`src/rtl/m_debounce_edge_if.sv`:
```
// Level/pulse/counter bundle between the debouncer and its consumer.
// Carries o_glitch_cnt only when DEBOUNCE_GLITCH_CNT_EN is defined.
interface m_debounce_edge_if #(
   parameter int CNT_W = 8
);
   logic             i_data;
   logic             i_clr;
   logic             o_level;
   logic             o_rise;
   logic             o_fall;
   logic             o_busy;
   logic [CNT_W-1:0] o_evt_cnt;
`ifdef DEBOUNCE_GLITCH_CNT_EN
   logic [CNT_W-1:0] o_glitch_cnt;

   modport master (output i_data, i_clr,
                   input  o_level, o_rise, o_fall, o_busy, o_evt_cnt, o_glitch_cnt);
   modport slave  (input  i_data, i_clr,
                   output o_level, o_rise, o_fall, o_busy, o_evt_cnt, o_glitch_cnt);
`else
   modport master (output i_data, i_clr,
                   input  o_level, o_rise, o_fall, o_busy, o_evt_cnt);
   modport slave  (input  i_data, i_clr,
                   output o_level, o_rise, o_fall, o_busy, o_evt_cnt);
`endif
endinterface

```
`src/rtl/m_debounce_edge.sv`:
```
// Debounces an already-synchronized level: stable level, rise/fall pulses, event counter.
// DEBOUNCE_GLITCH_CNT_EN adds a counter of rejected candidates.
module m_debounce_edge #(
   parameter int DEBOUNCE_CYCLES = 16,
   parameter int CNT_W           = 8,
   parameter bit RST_LEVEL       = 1'b0
) (
   input  logic               clk,
   input  logic               rst,
   m_debounce_edge_if.slave   bus
);
   localparam int            QW   = $clog2(DEBOUNCE_CYCLES + 1);
   localparam logic [QW-1:0] QMAX = QW'(DEBOUNCE_CYCLES);

   typedef enum logic [1:0] {STABLE_LO, CHK_HI, STABLE_HI, CHK_LO} state_e;

   state_e           state_q, state_d;
   logic [QW-1:0]    qcnt_q, qcnt_d;
   logic             accept;
   logic             level_q, level_d;
   logic             rise_q, rise_d;
   logic             fall_q, fall_d;
   logic             busy_q, busy_d;
   logic [CNT_W-1:0] evt_q, evt_d;

   always_ff @(posedge clk) begin
      if (rst) begin
         state_q <= RST_LEVEL ? STABLE_HI : STABLE_LO;
         qcnt_q  <= '0;
      end else begin
         state_q <= state_d;
         qcnt_q  <= qcnt_d;
      end
   end

   always_comb begin
      state_d = state_q;
      qcnt_d  = qcnt_q;
      accept  = 1'b0;
      case (state_q)
         STABLE_LO: if (bus.i_data) begin
            if (DEBOUNCE_CYCLES == 1) begin
               state_d = STABLE_HI;
               accept  = 1'b1;
            end else begin
               state_d = CHK_HI;
               qcnt_d  = QW'(1);
            end
         end
         CHK_HI: if (bus.i_data) begin
            if (qcnt_q + QW'(1) == QMAX) begin
               state_d = STABLE_HI;
               qcnt_d  = '0;
               accept  = 1'b1;
            end else begin
               qcnt_d  = qcnt_q + QW'(1);
            end
         end else begin
            state_d = STABLE_LO;
            qcnt_d  = '0;
         end
         STABLE_HI: if (!bus.i_data) begin
            if (DEBOUNCE_CYCLES == 1) begin
               state_d = STABLE_LO;
               accept  = 1'b1;
            end else begin
               state_d = CHK_LO;
               qcnt_d  = QW'(1);
            end
         end
         CHK_LO: if (!bus.i_data) begin
            if (qcnt_q + QW'(1) == QMAX) begin
               state_d = STABLE_LO;
               qcnt_d  = '0;
               accept  = 1'b1;
            end else begin
               qcnt_d  = qcnt_q + QW'(1);
            end
         end else begin
            state_d = STABLE_HI;
            qcnt_d  = '0;
         end
         default: begin
            state_d = STABLE_LO;
            qcnt_d  = '0;
         end
      endcase
   end

   // Outputs are computed from the transition and registered, so they line up with state_q.
   always_comb begin
      level_d = level_q ^ accept;
      rise_d  = accept & ~level_q;
      fall_d  = accept & level_q;
      busy_d  = (state_d == CHK_HI) || (state_d == CHK_LO);
      evt_d   = bus.i_clr ? CNT_W'(accept) : evt_q + CNT_W'(accept);
   end

   always_ff @(posedge clk) begin
      if (rst) begin
         level_q <= RST_LEVEL;
         rise_q  <= 1'b0;
         fall_q  <= 1'b0;
         busy_q  <= 1'b0;
         evt_q   <= '0;
      end else begin
         level_q <= level_d;
         rise_q  <= rise_d;
         fall_q  <= fall_d;
         busy_q  <= busy_d;
         evt_q   <= evt_d;
      end
   end

   assign bus.o_level   = level_q;
   assign bus.o_rise    = rise_q;
   assign bus.o_fall    = fall_q;
   assign bus.o_busy    = busy_q;
   assign bus.o_evt_cnt = evt_q;

`ifdef DEBOUNCE_GLITCH_CNT_EN
   logic             glitch;
   logic [CNT_W-1:0] glitch_q, glitch_d;

   // A candidate is rejected when qualification drops back to the stable state it came from.
   assign glitch   = ((state_q == CHK_HI) && !bus.i_data) || ((state_q == CHK_LO) && bus.i_data);
   assign glitch_d = bus.i_clr ? CNT_W'(glitch) : glitch_q + CNT_W'(glitch);

   always_ff @(posedge clk) begin
      if (rst) glitch_q <= '0;
      else     glitch_q <= glitch_d;
   end

   assign bus.o_glitch_cnt = glitch_q;
`endif
endmodule
```
`src/flat_wrapper.sv`:
```
// flat-port wrapper written by rule: the top's interface ports become plain ports
module m_debounce_edge_flat 
#(
   parameter int DEBOUNCE_CYCLES = 16,
   parameter int CNT_W           = 8,
   parameter bit RST_LEVEL       = 1'b0
)
  (clk, rst, bus_i_data, bus_i_clr, bus_o_level, bus_o_rise, bus_o_fall, bus_o_busy, bus_o_evt_cnt);
  m_debounce_edge_if #(.CNT_W(CNT_W)) bus_i ();
  input  logic clk;
  input  logic rst;
  input wire logic [$bits(bus_i.i_data)-1:0] bus_i_data;
  input wire logic [$bits(bus_i.i_clr)-1:0] bus_i_clr;
  output wire logic [$bits(bus_i.o_level)-1:0] bus_o_level;
  output wire logic [$bits(bus_i.o_rise)-1:0] bus_o_rise;
  output wire logic [$bits(bus_i.o_fall)-1:0] bus_o_fall;
  output wire logic [$bits(bus_i.o_busy)-1:0] bus_o_busy;
  output wire logic [$bits(bus_i.o_evt_cnt)-1:0] bus_o_evt_cnt;
  assign bus_i.i_data = bus_i_data;
  assign bus_i.i_clr = bus_i_clr;
  assign bus_o_level = bus_i.o_level;
  assign bus_o_rise = bus_i.o_rise;
  assign bus_o_fall = bus_i.o_fall;
  assign bus_o_busy = bus_i.o_busy;
  assign bus_o_evt_cnt = bus_i.o_evt_cnt;
  m_debounce_edge #(.DEBOUNCE_CYCLES(DEBOUNCE_CYCLES), .CNT_W(CNT_W), .RST_LEVEL(RST_LEVEL)) u_core (.clk(clk), .rst(rst), .bus(bus_i));
endmodule
```
`config.mk`:
```
export PLATFORM = sky130hd
export DESIGN_NAME = m_debounce_edge_flat
export DESIGN_NICKNAME = d
export VERILOG_FILES = /design/src/rtl/m_debounce_edge_if.sv /design/src/rtl/m_debounce_edge.sv /design/src/flat_wrapper.sv
export SDC_FILE = /design/constraint.sdc
export NUM_CORES = 1
export LEC_CHECK = 0
export ABC_AREA = 1
export CAP_MARGIN = 5
export CORE_ASPECT_RATIO = 1.25
export CORE_MARGIN = 2
export CORE_UTILIZATION = 47
export CTS_BUF_LIST = sky130_fd_sc_hd__clkbuf_2 sky130_fd_sc_hd__clkbuf_4 sky130_fd_sc_hd__clkbuf_8
export DETAILED_ROUTE_END_ITERATION = 7
export PLACE_DENSITY = 0.84
export SKIP_CTS_REPAIR_TIMING = 1
export SLEW_MARGIN = 30
export SYNTH_ARGS = -nofsm -noshare
export SYNTH_HDL_FRONTEND = slang
export SYNTH_SLANG_ARGS = --single-unit
export TNS_END_PERCENT = 10
```
`constraint.sdc`:
```
create_clock -name clk -period 1.98 [get_ports clk]
set_clock_uncertainty 0.05 [all_clocks]
set_input_delay 0.495 -clock clk [delete_from_list [all_inputs] [get_ports clk]]
set_output_delay 0.495 -clock clk [all_outputs]
set_load 0.02 [all_outputs]
```
-- Word level (Yosys, flattened, before mapping)
Index checks and enable logic that the tools add are counted.
- register bits: 19
- input bits: 4
- output and inout bits: 12
- word-level logic and storage cells: 44
- $add $sub $neg: 2
- equal/unequal tests: 8
- muxes and demuxes: 18
- bitwise logic cells: 4
- reductions and logical operators: 4
- operators by type and width (cell ; count):
    2-to-1 mux 5 bit ; 5
    one-hot mux 5 bit (4 select lines) ; 1
    2-to-1 mux 2 bit ; 6
    adder 8 x 1 -> 8 bit ; 1
    one-hot mux 2 bit (4 select lines) ; 1
    equality test 2 bit (second input constant) ; 3
    adder 5 x 1 -> 5 bit (second input constant) ; 1
    equality test 5 bit (second input constant) ; 1
    equality test 2 x 1 -> 1 bit (second input constant) ; 2
    2-to-1 mux 1 bit ; 4
    != test 2 bit (second input constant) ; 2
    AND 1 bit ; 2
    zero test 2 bit ; 1
    one-hot mux 1 bit (2 select lines) ; 1
    AND reduction 2 bit ; 1
    OR reduction 2 bit ; 1
    logical OR 1 bit ; 1
    inverter 1 bit ; 1
    XOR 1 bit ; 1

-- Logic depth before layout (Yosys ltp)
Gate-level depths: netlist (run 1).
- depth after elaboration: 7
- gate-level depth with buffers: 14
- depth with buffers taken out: 14

-- Worst setup path after synthesis (run 1)
OpenSTA, ideal clock, no wires.
- path kind: reg-to-reg
- start: reg u_core.qcnt_q[0]
- end: reg u_core.evt_q[4], in the netlist u_core.bus.o_evt_cnt[4]
- setup time: 119 ps
- arrival time: 1755 ps
- required time: 1811 ps
- path slack: 56 ps
- stages on the path, launching flop included: 15
- buffers on the path: 0
- period minus slack after synthesis: 1924 ps
- cells stage by stage: dfxtp_1 -> ha_1 -> nand3_1 -> nand2_1 -> nand2_1 -> nor2_2 -> nand2_1 -> inv_1 -> ha_1 -> ha_1 -> nand2_1 -> inv_1 -> nand2_1 -> o21ai_0 -> a21oi_1
- longest elaborated chain between the ends: 6
- elaborated cells on any way between the ends: 7
- those cells by class: add/sub: 2; eq/ne: 1; mux: 4
- RTL lines (what ; line ; RTL):
    from (decl) ; m_debounce_edge.sv:18 ; logic [QW-1:0] qcnt_q, qcnt_d;
    from (signal assigned) ; m_debounce_edge.sv:32 ; qcnt_q <= qcnt_d;
    adder 5 x 1 -> 5 bit * ; m_debounce_edge.sv:51, m_debounce_edge.sv:72 ;
    equality test 5 bit * ; m_debounce_edge.sv:51, m_debounce_edge.sv:72 ;
    2-to-1 mux 1 bit * ; m_debounce_edge.sv:51, m_debounce_edge.sv:72 ;
    2-to-1 mux 1 bit, on equally long branches ; m_debounce_edge.sv:71, m_debounce_edge.sv:50 ;
    one-hot mux 1 bit (2 select lines) * ; m_debounce_edge.sv:40 ; case (state_q)
    adder 8 x 1 -> 8 bit * ; m_debounce_edge.sv:96 ; evt_d = bus.i_clr ? CNT_W'(accept) : evt_q + CNT_W'(accept);
    to (signal assigned) ; m_debounce_edge.sv:111 ; evt_q <= evt_d;
    to (decl) ; m_debounce_edge.sv:24 ; logic [CNT_W-1:0] evt_q, evt_d;
Mark *: on every way between the ends. The rest lies on a longest branch, timed or not.
A chain may end at the register's enable or synchronous reset.

-- Worst setup path after layout (run 1)
- start: reg u_core.qcnt_q[1]
- end: reg u_core.evt_q[7], in the netlist u_core.bus.o_evt_cnt[7]
The elaborated chain is that of the path after synthesis.

==> summary.md, run 1 <==
| Metric | Value |
|---|---|
| Share of the cycle needed by the critical path after routing | `97.25%` |
| Startpoint class of the critical path | `register` |
| Non-filler instance count after layout | `approximately 160` |
| Largest cells by area after synthesis | `dfxtp_1 (44%), nand2_1 (10%), inv_1 (7.8%)` |
| Maximum number of buffers from clock root to sink | `2` |
| Kind of capture point of the worst setup path | `register` |
| Residual antenna-violating net count after detailed routing | `0` |
| CP Data Arrival Time | `around 2.1 ns` |
| GR Overflow Total | `0` |
| GRT Resource Usage Total | `19.85%` |
| Count of cells along the worst hold path | `2` |
| Source-to-sink clock delay at the later pin of the worst-skew pair | `0.29 ns` |
| Start-to-end type of the worst setup path | `register to register` |
| Number of global-route vias before repair | `a little under 800` |
| Worst reg2reg path depth | `13` |
| Peak supply drop | `around 0.00053 V` |
| Width of the die | `around 41 um` |
| Share of cell area taken by muxes after synthesis | `0%` |
| Length of the first detailed-routing pass in iterations | `4` |
| Placed cell count | `150` |
| Maximum clock frequency | `519.3 MHz` |
| Clk slew on worst S/H paths | `0.10 ns` |
| Routed Wire Length | `approximately 1.9 mm` |
| Dominant register cell in the synthesized netlist | `dfxtp_1` |
| First DRT Iteration DRCs | `15` |
| Portion of synthesized cell area occupied by the leading cell type | `43.90%` |
| Post-Syn Area | `820.8 sq um` |
| Synthesized instance count | `108` |
| Dominant combinational cell family by area after synthesis | `simple AND/OR/NAND/NOR gates` |
| Max H-tree Level | `1` |
| Transition time at the pin with the least slew margin | `slightly below 0.3 ns` |
| Count of unique library cells instantiated by Yosys | `20` |
| Compound-Gate Fraction of Synth Area | `approximately a tenth` |
| Largest net degree at the start of global routing | `10` |
| Data required time of the critical path | `roughly 2.1 ns` |
| Layout area overhead | `44.05%` |
| Count of endpoints failing setup in the final report | `0` |
| Average vias per placed instance | `5.252` |
| Worst-case register-to-register setup slack | `0.05 ns` |
| Synth Area in Simple Gates | `26.07%` |
| Syn. warnings | `0` |
| Wire length per cell after detailed routing | `~12 um` |
| Mean area per synthesized cell | `between 7 and 8 sq um` |
| Sink Count | `18` |
| Post-synthesis share of cell area spent on full adders, half adders and majority gates | `around 7.6%` |
| Async set-reset flop share out of synthesis | `0%` |
| Leading cell type by number of instances after synthesis | `nand2_1` |
| Share of the synthesized netlist area taken by xor and xnor gates | `4.116%` |
| FF+latch count, synth | `18` |
| Tot Pwr | `600.9 uW` |
| Effective utilization at floorplan | `about half` |
| Num rows | `16` |
| Max-capacitance violation count | `0` |
| Total die area | `0.002099 sq mm` |
| DRC violation count after routing | `0` |
| Final antenna diode count | `0` |
| Minimum clock period | `~1.9 ns` |
| TritonCTS clock tree | `yes` |
| Final-stage net count | `148` |
| Post-synth EDFFs | `0` |
| Relative max-transition margin | `between 80% and 90%` |
| Initial antenna violation count | `0` |
| Die extent in y | `50.72 um` |
| Max Transition Viols Final | `0` |
| DPL Wire Length | `1.332 mm` |
| CTS Root Cell | `clkbuf_4` |
| Library cell with the largest summed area after synthesis | `dfxtp_1` |
| Final RePlAce weighted congestion | `roughly 0.81` |
| Core footprint | `0.001602 sq mm` |
| Via count of the routed design | `814` |
| Status | `completed` |
| Total clock buffers created by CTS | `3` |
| Number of port buffers | `15` |
| Number of hold violations in the final report | `0` |
| Fin Hold WS | `roughly 0.46 ns` |
| I/O pin cnt | `16` |
| Fraction of final layout cells sized beyond drive strength 1 | `approximately 27%` |
| First-pass GRT wire length | `around 2.8 mm` |
| List of most frequent post-synthesis cells | `nand2_1 (22), dfxtp_1 (18), inv_1 (17), nor2_1 (14), a21oi_1 (6)` |
| Highest fanout seen on the critical path | `4` |
| Net Count, Synth | `roughly 120` |
| Seq/Total Area, Yosys | `approximately 44%` |
| Classification of the worst-slack hold path | `register to register` |
| Lkg Pwr | `0.4612 nW` |
| Power per cell area | `~500 mW/mm^2` |
## through the flow
step / TNS [ns] / area, sq um / util (%) / worst slack (ns)
6_report: 0 / 1182 / 73.83 / 0.05440
5_1_grt: -0.09820 / 1182 / 73.83 / -0.06261
4_1_cts: -0.7746 / 1087 / 67.89 / -0.2173
3_5_place_dp: -3.053 / 1065 / 66.48 / -0.5269
3_3_place_gp: -2.561 / 1065 / 66.48 / -0.4410
2_1_floorplan: 0 / 820.8 / - / 0.05599
## worst paths after layout
| kind | from | to |
|---|---|---|
| max reg2reg | u_core.qcnt_q[1]$_SDFFE_PP0P_ | u_core.bus.o_evt_cnt[7]$_SDFF_PP0_ |
| min reg2reg | u_core.bus.o_evt_cnt[4]$_SDFF_PP0_ | u_core.bus.o_evt_cnt[4]$_SDFF_PP0_ |
| max | u_core.qcnt_q[1]$_SDFFE_PP0P_ | u_core.bus.o_evt_cnt[7]$_SDFF_PP0_ |
| min | u_core.bus.o_evt_cnt[4]$_SDFF_PP0_ | u_core.bus.o_evt_cnt[4]$_SDFF_PP0_ |
## cells in the final DEF, fill, tap and decap left out, drive strengths merged, types with 3 or more instances in the layout
cell type and count:
a21oi 8, buf 12, clkbuf 3, clkdlybuf4s50 14
dfxtp 18, ha 5, inv 17, nand2 23
nand3 5, nand4 3, nor2 17, o21ai 5
## logic make-up after synthesis
group / after synthesis
adder cells (fa/ha/maj): 5
XOR/XNOR: 3
flip-flops: 18
AO/OA/AOI/OAI: 14
AND/OR/NAND/NOR: 49
buffers and inverters: 19
## worst max-delay path, stage by stage (launching register included)
cell	delay [ns]
dfxtp_2	0.36
buf_4	0.13
nand3_2	0.08
nand2_2	0.07
nand2_2	0.08
nor2_4	0.16
nand2_2	0.08
inv_2	0.08
ha_4	0.15
nand3_2	0.11
nor2_4	0.14
nand3_1	0.10
xor2_1	0.18
nor2_1	0.06
## layout make-up
cell class,count,area (sq um)
clock buffers,3,22.52
fillers,122,419.2
inverters,18,67.56
multi-input cells,71,459.2
flip-flops and latches,18,364.1
well taps,18,22.52
repair buffers,27,246.5
## sequential cells by signal (all words and copies together), names as in the netlist
signal,count
u_core.bus.o_level,1
u_core.state_q,2
u_core.bus.o_rise,1
u_core.qcnt_q,5
u_core.bus.o_fall,1
u_core.bus.o_evt_cnt,8
## per-layer routing
metal	vias to the layer above	share of wire, %	global-route usage (%)
li1	401	-	-
met1	379	38	18.06
met2	27	55	36.46
met3	7	4.2	5.310
met4	0	2.2	9.677
met5	-	0	0
## power breakdown
part | internal, mW | switching [mW] | leakage (nW)
Clock | 0.0707 | 0.109 | 0.0138
Sequential | 0.366 | 0.00471 | 0.147
Combinational | 0.0243 | 0.0253 | 0.301
Total | 0.461 | 0.139 | 0.461
(Power assumes the default switching activity.)
==> inputs of run 2 (changes only) <==
--- a/config.mk
+++ b/config.mk
@@ -10,8 +10,9 @@
 export CORE_ASPECT_RATIO = 1.25
 export CORE_MARGIN = 2
-export CORE_UTILIZATION = 47
+export CORE_UTILIZATION = 25
 export CTS_BUF_LIST = sky130_fd_sc_hd__clkbuf_2 sky130_fd_sc_hd__clkbuf_4 sky130_fd_sc_hd__clkbuf_8
 export DETAILED_ROUTE_END_ITERATION = 7
-export PLACE_DENSITY = 0.84
+export PLACE_DENSITY = 0.54
+export RECOVER_POWER = 25
 export SKIP_CTS_REPAIR_TIMING = 1
 export SLEW_MARGIN = 30
==> constraint.sdc (replaced) <==
create_clock -name clk -period 1.98 [get_ports clk]
set_clock_uncertainty 0.05 [all_clocks]
set_input_delay 0.198 -clock clk [delete_from_list [all_inputs] [get_ports clk]]
set_output_delay 0.198 -clock clk [all_outputs]
set_load 0.02 [all_outputs]
==> run 2 against run 1 <==
Sequential share of layout area decreased by 0.67 points. Non-clock buffer count down 1. Design area increased by 2.2%. Setup slack gained 0.072 ns. Hold slack got worse by 0.017 ns. Via count fell by 9.1%. Maximum frequency increased by 3.9%. Critical path type unchanged. Largest power group unchanged.
==> summary.md, run 2 (synthesized netlist as in run 1, its figures left out) <==
| Metric | Value |
|---|---|
| First-pass GRT wire length | `2.773 mm (-2.7%)` |
| Peak supply drop | `0.0002619 V (-50%)` |
| Power per cell area | `592.5 mW/mm^2 (+17%)` |
| Worst-case register-to-register setup slack | `0.13 ns (+0.07 ns)` |
| Commonest non-fill, non-tap cell in the layout | `nand2_1` |
| GR Overflow Total | `0 (unchanged)` |
| Average vias per placed instance | `4.253 (-19%)` |
| Total die area | `0.003760 sq mm (+79%)` |
| Width of the die | `55.25 um (+34%)` |
| Final-stage net count | `147 (-0.68%)` |
| Series of cell instances along the critical path | `ha_4 > nand3_1 > nand2_1 > nand2_2 > nor2_4 > nand2_2 > inv_2 > ha_4 > ha_2 > nand2_1 > inv_2 > buf_4 > buf_4 > nor3_1` |
| Reg-to-Reg Start | `u_core.qcnt_q[0]$_SDFFE_PP0P_` |
| Share of the cycle needed by the critical path after routing | `93.59% (-3.7 points)` |
| Routed Wire Length | `1.626 mm (-14%)` |
| Count of endpoints failing setup in the final report | `0 (unchanged)` |
| Wire length per cell after detailed routing | `9.345 um (-23%)` |
| Lkg Pwr | `0.4670 nW (+1.2%)` |
| Placed cell count | `167 (+11%)` |
| Non-filler instance count after layout | `174 (+12%)` |
| Initial antenna violation count | `0 (unchanged)` |
| Data required time of the critical path | `2.11 ns (about the same)` |
| Startpoint class of the critical path | `register` |
| Core footprint | `0.003166 sq mm (+98%)` |
| Kind of capture point of the worst setup path | `register` |
| Highest fanout seen on the critical path | `4 (unchanged)` |
| Start-to-end type of the worst setup path | `register to register` |
| Top cell family by delay on the critical path | `simple AND/OR/NAND/NOR gates` |
| Layout area overhead | `47.26%` |
| Maximum clock frequency | `539.6 MHz (+3.9%)` |
| Via count of the routed design | `740 (-9.1%)` |
| Max H-tree Level | `1 (unchanged)` |
| Die extent in y | `68.06 um (+34%)` |
| Minimum setup slack in the final design | `0.1268 ns (+0.07244 ns)` |
| DRC violation count after routing | `0 (unchanged)` |
| Beginning of the worst hold path | `u_core.bus.o_evt_cnt[4]$_SDFF_PP0_` |
| CP peak stage delay | `0.34 ns (-0.02 ns)` |
| Transition time at the pin with the least slew margin | `0.3235 ns (+0.02554 ns)` |
| Buffers plus inverters on the worst setup path | `4 (+2)` |
| Fraction of final layout cells sized beyond drive strength 1 | `26.28% (-0.73 points)` |
| Setup_tns | `0 ns (unchanged)` |
| Largest net degree at the start of global routing | `11 (+1)` |
| GRT Resource Usage Total | `9.462% (-10 points)` |
| Num rows | `23 (+7)` |
| Maximum number of buffers from clock root to sink | `2 (unchanged)` |
| Max-capacitance violation count | `0 (unchanged)` |
| Classification of the worst-slack hold path | `register to register` |
| Clk slew on worst S/H paths | `0.07 ns (-0.03 ns)` |
| Source of the critical timing path | `u_core.qcnt_q[0]$_SDFFE_PP0P_` |
| Worst slack after detailed placement | `-0.1877 ns (+0.3392 ns)` |
| Source-to-sink clock delay at the later pin of the worst-skew pair | `0.25 ns (-0.04 ns)` |
| Relative max-transition margin | `78.37% (-1.7 points)` |
| Flip-flop count of the largest register after layout | `8 (unchanged)` |
| Minimum clock period | `1.853 ns (-0.07244 ns)` |
| Number of hold violations in the final report | `0 (unchanged)` |
| Most frequent cells in the layout | `nand2_1 (18), inv_1 (15), clkdlybuf4s50_1 (15), dfxtp_1 (15), nor2_1 (13)` |
| Tot Pwr | `716.1 uW (+19%)` |
| Final antenna diode count | `0 (unchanged)` |
| Effective utilization at floorplan | `25.93% (-25 points)` |
| TritonCTS clock tree | `yes` |
| CTS Root Cell | `clkbuf_8` |
| I/O pin cnt | `16 (unchanged)` |
| CP Data Arrival Time | `1.98 ns (-0.09 ns)` |
| Total clock buffers created by CTS | `3 (unchanged)` |
| Sink Count | `18 (unchanged)` |
| Residual antenna-violating net count after detailed routing | `0 (unchanged)` |
| DPL Wire Length | `1.219 mm (-8.5%)` |
| Max Transition Viols Final | `0 (unchanged)` |
| Number of port buffers | `15 (unchanged)` |
| First DRT Iteration DRCs | `20 (+5)` |
| Number of global-route vias before repair | `672 (-13%)` |
| Utilization after layout | `38.18% (-36 points)` |
| Status | `completed` |
| Final RePlAce weighted congestion | `0.7254 (-9.9%)` |
| CP max-delay cell | `dfxtp_2` |
| Length of the first detailed-routing pass in iterations | `4 (unchanged)` |
run 2: changes by cell type in the layout (fill, tap and decap cells not counted):
cell	before	now
clkbuf_8	0	4
clkbuf_4	3	0
buf_4	11	10
clkdlybuf4s50_1	14	15
dlymetal6s2s_1	1	0
ha_2	0	1
ha_4	3	2
nand3_1	3	4
nand3_2	2	1
nor2_2	1	2
nor2_4	3	2
run 2: where the power goes:
group | switching, mW | internal, mW
logic | 0.0235 | 0.0221
clock network | 0.122 | 0.177
registers | 0.00524 | 0.367
total | 0.151 | 0.565
run 2: layout make-up:
class	instances	area, sq um
fill	345	1957
clock buffer	4	55.05
sequential	18	364.1
multi-input combinational	71	439.2
inverter	18	67.56
tap	37	46.29
timing repair buffer	26	236.5
run 2: worst paths after layout:
kind,end,cells past startpoint
worst min-delay path,u_core.bus.o_evt_cnt[4]$_SDFF_PP0_,2
worst max-delay path,u_core.bus.o_evt_cnt[2]$_SDFF_PP0_,14
worst min register to register,u_core.bus.o_evt_cnt[4]$_SDFF_PP0_,2
worst max register to register,u_core.bus.o_evt_cnt[2]$_SDFF_PP0_,14
run 2: tightest hold or removal path: stages, from the launching register on:
cell	delay (ns)
dfxtp_1	0.32
inv_1	0.07
a21oi_1	0.06
run 2: through the flow:
| stage | hold WS [ns] | instance area, sq um |
|---|---|---|
| finish | 0.4405 | 1209 |
| floorplan | 0.2322 | 820.8 |
| detailed placement | 0.4223 | 1074 |
| global placement | 0.4158 | 1074 |
| CTS | 0.4350 | 1129 |
| global route | 0.4767 | 1209 |
run 2: layer usage:
layer | vias up | wire, um | GRT usage [%] | share of wire [%]
met2 | 18 | 825 | 15.92 | 51
met3 | 2 | 70 | 2.647 | 4.3
met1 | 322 | 715 | 10.87 | 44
li1 | 398 | - | - | -
met4 | 0 | 14 | 5.488 | 0.86
met5 | - | 0 | 0 | 0
